**src/rtl/mont_mul_param_if.sv**
```systemverilog
// Operand-load, control and result bundle for mont_mul_param.
// The core-side driver uses the master modport and the multiplier uses the slave modport.
interface mont_mul_param_if #(
  parameter int WIDTH = 128
);
  localparam int WORDS = WIDTH / 32;
  localparam int OFFW  = (WORDS > 1) ? $clog2(WORDS) : 1;

  logic             in_valid;
  logic [31:0]      in_word;
  logic [1:0]       in_operand;
  logic [OFFW-1:0]  in_offset;
  logic             start;
  logic             busy;
  logic [WIDTH-1:0] result;
  logic             valid;
  logic             err;

  modport master (
    output in_valid, in_word, in_operand, in_offset, start,
    input  busy, result, valid, err
  );

  modport slave (
    input  in_valid, in_word, in_operand, in_offset, start,
    output busy, result, valid, err
  );
endinterface

```
**src/rtl/mont_mul_param.sv**
```systemverilog
// Radix-2 bit-serial Montgomery multiplier: result = A*B*2^-WIDTH mod N.
// Operands are loaded 32 bits at a time while idle; one iteration is computed per clock.
module mont_mul_param #(
  parameter int WIDTH = 128
) (
  input logic             clk,
  input logic             rst_n,
  mont_mul_param_if.slave bus
);
  localparam int WORDS = WIDTH / 32;
  localparam int OFFW  = (WORDS > 1) ? $clog2(WORDS) : 1;
  localparam int CW    = $clog2(WIDTH) + 1;
  localparam int MW    = WIDTH + 2;

  typedef enum logic [1:0] {
    ST_IDLE    = 2'd0,
    ST_RUNNING = 2'd1,
    ST_CLEANUP = 2'd2,
    ST_DONE    = 2'd3
  } state_e;

  state_e           state_q, state_d;
  logic [WIDTH-1:0] a_q, a_d, b_q, b_d, n_q, n_d;
  logic [MW-1:0]    m_q, m_d;
  logic [CW-1:0]    cnt_q, cnt_d;
  logic [WIDTH-1:0] res_q, res_d;
  logic             err_q, err_d;

  logic [MW-1:0]    n_ext_s;
  logic [MW-1:0]    sum_s;
  logic [MW-1:0]    red_s;
  logic [WIDTH-1:0] diff_s;

  // One iteration: add B when the current A bit is set, then add N to make the sum even.
  assign n_ext_s = {2'b00, n_q};
  assign sum_s   = m_q + (a_q[cnt_q[CW-2:0]] ? {2'b00, b_q} : {MW{1'b0}});
  assign red_s   = sum_s[0] ? (sum_s + n_ext_s) : sum_s;
  assign diff_s  = m_q[WIDTH-1:0] - n_q;

  assign bus.busy   = (state_q != ST_IDLE);
  assign bus.valid  = (state_q == ST_DONE);
  assign bus.result = res_q;
  assign bus.err    = err_q;

  // Next-state, operand-load and datapath update logic.
  always_comb begin
    state_d = state_q;
    a_d     = a_q;
    b_d     = b_q;
    n_d     = n_q;
    m_d     = m_q;
    cnt_d   = cnt_q;
    res_d   = res_q;
    err_d   = err_q;

    case (state_q)
      ST_IDLE: begin
        if (bus.in_valid) begin
          for (int w = 0; w < WORDS; w++) begin
            if (bus.in_offset == OFFW'(w)) begin
              case (bus.in_operand)
                2'd0:    a_d[w*32 +: 32] = bus.in_word;
                2'd1:    b_d[w*32 +: 32] = bus.in_word;
                2'd2:    n_d[w*32 +: 32] = bus.in_word;
                default: n_d = n_q;
              endcase
            end else begin
              n_d = n_d;
            end
          end
        end else begin
          n_d = n_q;
        end

        // The parity check sees a modulus word written in this same cycle.
        if (bus.start) begin
          if (n_d[0]) begin
            state_d = ST_RUNNING;
            m_d     = {MW{1'b0}};
            cnt_d   = {CW{1'b0}};
          end else begin
            state_d = ST_DONE;
            res_d   = {WIDTH{1'b0}};
            err_d   = 1'b1;
          end
        end else begin
          state_d = ST_IDLE;
        end
      end

      ST_RUNNING: begin
        m_d   = red_s >> 1;
        cnt_d = cnt_q + CW'(1);
        if (cnt_q == CW'(WIDTH - 1)) begin
          state_d = ST_CLEANUP;
        end else begin
          state_d = ST_RUNNING;
        end
      end

      ST_CLEANUP: begin
        res_d   = (m_q >= n_ext_s) ? diff_s : m_q[WIDTH-1:0];
        err_d   = 1'b0;
        state_d = ST_DONE;
      end

      ST_DONE: begin
        state_d = ST_IDLE;
      end

      default: begin
        state_d = ST_IDLE;
      end
    endcase
  end

  // State and datapath registers with asynchronous clear.
  always_ff @(posedge clk or negedge rst_n) begin
    if (!rst_n) begin
      state_q <= ST_IDLE;
      a_q     <= {WIDTH{1'b0}};
      b_q     <= {WIDTH{1'b0}};
      n_q     <= {WIDTH{1'b0}};
      m_q     <= {MW{1'b0}};
      cnt_q   <= {CW{1'b0}};
      res_q   <= {WIDTH{1'b0}};
      err_q   <= 1'b0;
    end else begin
      state_q <= state_d;
      a_q     <= a_d;
      b_q     <= b_d;
      n_q     <= n_d;
      m_q     <= m_d;
      cnt_q   <= cnt_d;
      res_q   <= res_d;
      err_q   <= err_d;
    end
  end
endmodule

```
**src/flat_wrapper.sv**
```systemverilog
// flat-port wrapper written by rule: the top's interface ports become plain ports
module mont_mul_param_flat 
#(
  parameter int WIDTH = 128
)
  (clk, rst_n, bus_in_valid, bus_in_word, bus_in_operand, bus_in_offset, bus_start, bus_busy, bus_result, bus_valid, bus_err);
  mont_mul_param_if #(.WIDTH(WIDTH)) bus_i ();
  input logic clk;
  input logic rst_n;
  input wire logic [$bits(bus_i.in_valid)-1:0] bus_in_valid;
  input wire logic [$bits(bus_i.in_word)-1:0] bus_in_word;
  input wire logic [$bits(bus_i.in_operand)-1:0] bus_in_operand;
  input wire logic [$bits(bus_i.in_offset)-1:0] bus_in_offset;
  input wire logic [$bits(bus_i.start)-1:0] bus_start;
  output wire logic [$bits(bus_i.busy)-1:0] bus_busy;
  output wire logic [$bits(bus_i.result)-1:0] bus_result;
  output wire logic [$bits(bus_i.valid)-1:0] bus_valid;
  output wire logic [$bits(bus_i.err)-1:0] bus_err;
  assign bus_i.in_valid = bus_in_valid;
  assign bus_i.in_word = bus_in_word;
  assign bus_i.in_operand = bus_in_operand;
  assign bus_i.in_offset = bus_in_offset;
  assign bus_i.start = bus_start;
  assign bus_busy = bus_i.busy;
  assign bus_result = bus_i.result;
  assign bus_valid = bus_i.valid;
  assign bus_err = bus_i.err;
  mont_mul_param #(.WIDTH(WIDTH)) u_core (.clk(clk), .rst_n(rst_n), .bus(bus_i));
endmodule
```
**config.mk**
```make
export PLATFORM = sky130hd
export DESIGN_NAME = mont_mul_param_flat
export DESIGN_NICKNAME = d
export VERILOG_FILES = /design/src/rtl/mont_mul_param_if.sv /design/src/rtl/mont_mul_param.sv /design/src/flat_wrapper.sv
export SDC_FILE = /design/constraint.sdc
export NUM_CORES = 2
export LEC_CHECK = 0
export BUFFER_PORTS_ARGS = -buffer_cell sky130_fd_sc_hd__buf_4
export CELL_PAD_IN_SITES_DETAIL_PLACEMENT = 1
export CELL_PAD_IN_SITES_GLOBAL_PLACEMENT = 1
export CORE_ASPECT_RATIO = 1.5
export CORE_MARGIN = 5
export CORE_UTILIZATION = 45
export CTS_CLUSTER_DIAMETER = 120
export CTS_CLUSTER_SIZE = 16
export DETAILED_ROUTE_END_ITERATION = 6
export GPL_TIMING_DRIVEN = 0
export PLACE_DENSITY = 0.87
export SLEW_MARGIN = 15
export SYNTH_ARGS = -nofsm -noshare
export SYNTH_HDL_FRONTEND = slang
export SYNTH_SLANG_ARGS = --single-unit
```
**constraint.sdc**
```tcl
create_clock -name clk -period 10.8 [get_ports clk]
set_clock_uncertainty 0.2 [all_clocks]
set_input_delay 2.16 -clock clk [delete_from_list [all_inputs] [get_ports clk]]
set_output_delay 2.16 -clock clk [all_outputs]
set_load 0.02 [all_outputs]
```
==> results.yml <==
outcome:
  outcome: "finished, final reports clean"
sta:
  setup_viol: 0
  rsz0062_at_grt: "true"
  finalSetupTns_ns: 0
  fin_crit_sh_pct: 99.58
  maxSlewViolCount: 0
  relSlewSlack_pct: 5.102
  min_period_ns: 10.76
  hold_violations: 0
  fmaxAchievable_mhz: 92.98
  layout_setup_ws_ns: 0.04485
  worst_slew_pin_slew_ns: 1.423
cts:
  cts_tree: "built"
  root_buffer: "clkbuf_16"
  htreeDepth: 2
  cts_made_buffers: 46
  clockBufferDepth: 3
  clock-sinks: 652
  clock_latency_ns: 0.69
  path_clk_slew_ns: 0.09
  cts_hold_buf: 0
critical_path:
  cp_data_required_time_ns: 11.16
  slowest_stage: "mux4_2"
  end_kind: "flop"
  cp-start-kind: "flop"
  critPathBufInv: 7
  critical_path.top_delay_family: "compound AO/OA/AOI/OAI gates"
  critPathArrivalTime_ns: 11.12
  path_max_fanout: 10
  crit_type: "flop to flop"
  cpPeakStageDelay_ns: 0.63
  cp_common_cell: "nor2_1"
place:
  dp_hpwl_um: 214300
  preCtsSetupSlack_ns: -2.939
  gp_congestion: 1.043
  port_buffers: 168
  place_area_um2: 55830
route:
  avgRoutedWirePerCell_um: 33.74
  vias: 52440
  drc: 0
  avgViaCountPerCell: 6.606
  totalWireLength_um: 267800
  drt.antenna.violating_nets: 0
  firstDrtPassIters: 6
  drt_iter0_drc: 4720
layout:
  final_cell_area_um2: 57780
  multi_input_area_um2: 33930
  syn2layout_area_growth_pct: 10.77
  final_nets: 6785
  seq_area_um2: 16320
  n_fill_cell: 13800
  drive_gt1_share_pct: 13.38
yosys:
  syn-mean-instance-area_um2: 8.499
  postSynthRegisterBits: 652
  ys_warn_count: 0
  synth-compound-area-share_pct: 22.98
  synth_cells: 6137
  ys.flop_type: "dfrtp_1"
  synth_area_um2: 52160
  synth.net_count: 6564
  synth_top_family_by_area: "compound AO/OA/AOI/OAI gates"
  synth_xor_xnor_area_share_pct: 6.280
  synth_cell_types: 79
  synthSimpleGateAreaFrac_pct: 14.97
  ys_seq_area_share_pct: 31.28
  synthArstFlopShare_pct: 100.0
  synth_mux_area_share_pct: 10.34
  synth_edf_count: 0
  synthAdderAreaFrac_pct: 9.326
die:
  io_pins: 171
  initial_core_util_pct: 45.11
  rows: 153
  coreArea_um2: 115600
  die_area_um2: 123000
  fp.dieH_um: 427.0
  die_x_um: 288.0
global_routing:
  grt_pass1_vias: 54450
  grt_pass1_wl_um: 377400
  grt_overflow: 0
  grt_max_degree: 111
  antenna_found_initial: 26
  grt.total_usage_pct: 42.22
flow_run:
  max_cap_viol_count: 0
hold_path:
  hp-class: "flop to flop"
Yosys cell counts, types with 56 or more instances:
cell,number,share of area (%)
xnor2_1,233,3.9
nand2_1,601,4.3
o21ai_0,316,3.0
o21bai_1,109,1.6
nor2_1,384,2.8
nand4_1,191,2.3
nor2b_1,160,1.9
xor2_1,141,2.4
mux2_2,354,7.6
dfrtp_1,652,31
inv_1,262,1.9
clkbuf_1,367,2.6
o21ai_1,236,2.3
a22oi_1,71,1.0
nand3_1,57,0.55
a21oi_1,639,6.1
a21o_1,217,3.1
ha_1,384,9.2
nor3_1,78,0.75
a31oi_1,56,0.67
registers in the layout (all words and copies together) (netlist names):
register / cells
u_core.a_q: 128
u_core.n_q: 128
u_core.bus.result: 128
u_core.cnt_q: 8
u_core.m_q: 129
u_core.bus.err: 1
u_core.state_q: 2
u_core.b_q: 128
repair_timing:
action | 4_1_cts | 5_1_grt
resized for setup | 109 | 53
setup endpoints to repair | 91 | 34
buffers inserted | 8 | 6
cloned | 1 | 0
endpoints found under the hold margin | 0 | 0
pin swaps | 11 | 9
cell families (layout without fill, tap and decap cells):
family,Yosys count,count (layout)
AOI/OAI and AO/OA,1957,1957
and+or+nand+nor,1656,1656
buffers and inverters,669,892
DFF,652,652
muxes,442,442
adders and majority gates,387,387
xor gates and xnor gates,374,374
other,0,28
per-stage QoR:
stage / hold slack [ns] / cells / util (%)
2_1_floorplan: 0.2711 / 6137 / -
3_3_place_gp: 0.2685 / 7855 / 47.88
3_5_place_dp: 0.2764 / 7872 / 48.29
4_1_cts: 0.2928 / 7927 / 49.77
5_1_grt: 0.3108 / 7916 / 49.92
6_report: 0.2892 / 7938 / 49.97
worst min-delay path, stage by stage (launching register included):
cell	delay (ns)
dfrtp_1	0.35
nand2_1	0.05
o21ai_1	0.06
path summary, 6_finish.rpt:
path                            slack (ns)                   from  cells after the start                    end
worst max register to register        0.04        u_core.cnt_q[0]                     39        u_core.m_q[128]
worst max-delay path                  0.04        u_core.cnt_q[0]                     39        u_core.m_q[128]
min in group asynchronous             1.29                  rst_n                      1         u_core.b_q[80]
worst min-delay path                  0.29  u_core.bus.result[27]                      2  u_core.bus.result[27]
worst min register to register        0.29  u_core.bus.result[27]                      2  u_core.bus.result[27]
max in group asynchronous             7.07                  rst_n                      4         u_core.b_q[15]
layer usage:
| layer | share of wire, % | vias to the layer above | track usage [%] |
|---|---|---|---|
| li1 | - | 22510 | - |
| met1 | 35 | 26220 | 46.69 |
| met2 | 46 | 2644 | 68.23 |
| met3 | 7.6 | 1059 | 8.695 |
| met4 | 11 | 8 | 37.81 |
| met5 | 0.022 | - | 0 |
area by class of cell:
class,instances,area share (%)
timing repair buffer,200,3.045
tap,1550,3.357
inverter,262,1.702
clock buffer,47,1.999
buffer,380,2.744
clock inverter,3,0.07146
multi-input combinational,4816,58.72
sequential,652,28.24
antenna,28,0.1213
cell usage in the layout, fill, tap and decap left out, types with 18 or more instances in the layout:
master	n
nor2b_1	158
o21ai_0	309
mux4_2	42
ha_1	376
dfrtp_1	652
o21a_1	52
nand2b_1	35
a21oi_1	629
clkbuf_2	47
a31oi_1	50
buf_4	183
a22oi_1	70
o31ai_1	18
and2_1	18
o21bai_1	108
nor3_1	69
xnor2_1	233
diode_2	28
mux2i_1	45
or3_1	23
o211ai_1	21
and3_1	23
mux2_2	354
o21ai_1	236
clkbuf_16	46
a221oi_1	18
a21o_1	217
clkbuf_1	286
nand4_1	191
a221o_1	27
nand3_1	54
xor2_1	141
nor2_1	379
nand2_1	599
buf_1	27
inv_1	262
nor4_1	20
Power is left out: the tool's default activity adds up to more than one toggle a clock period on the data nets, which glitch-free logic cannot reach.
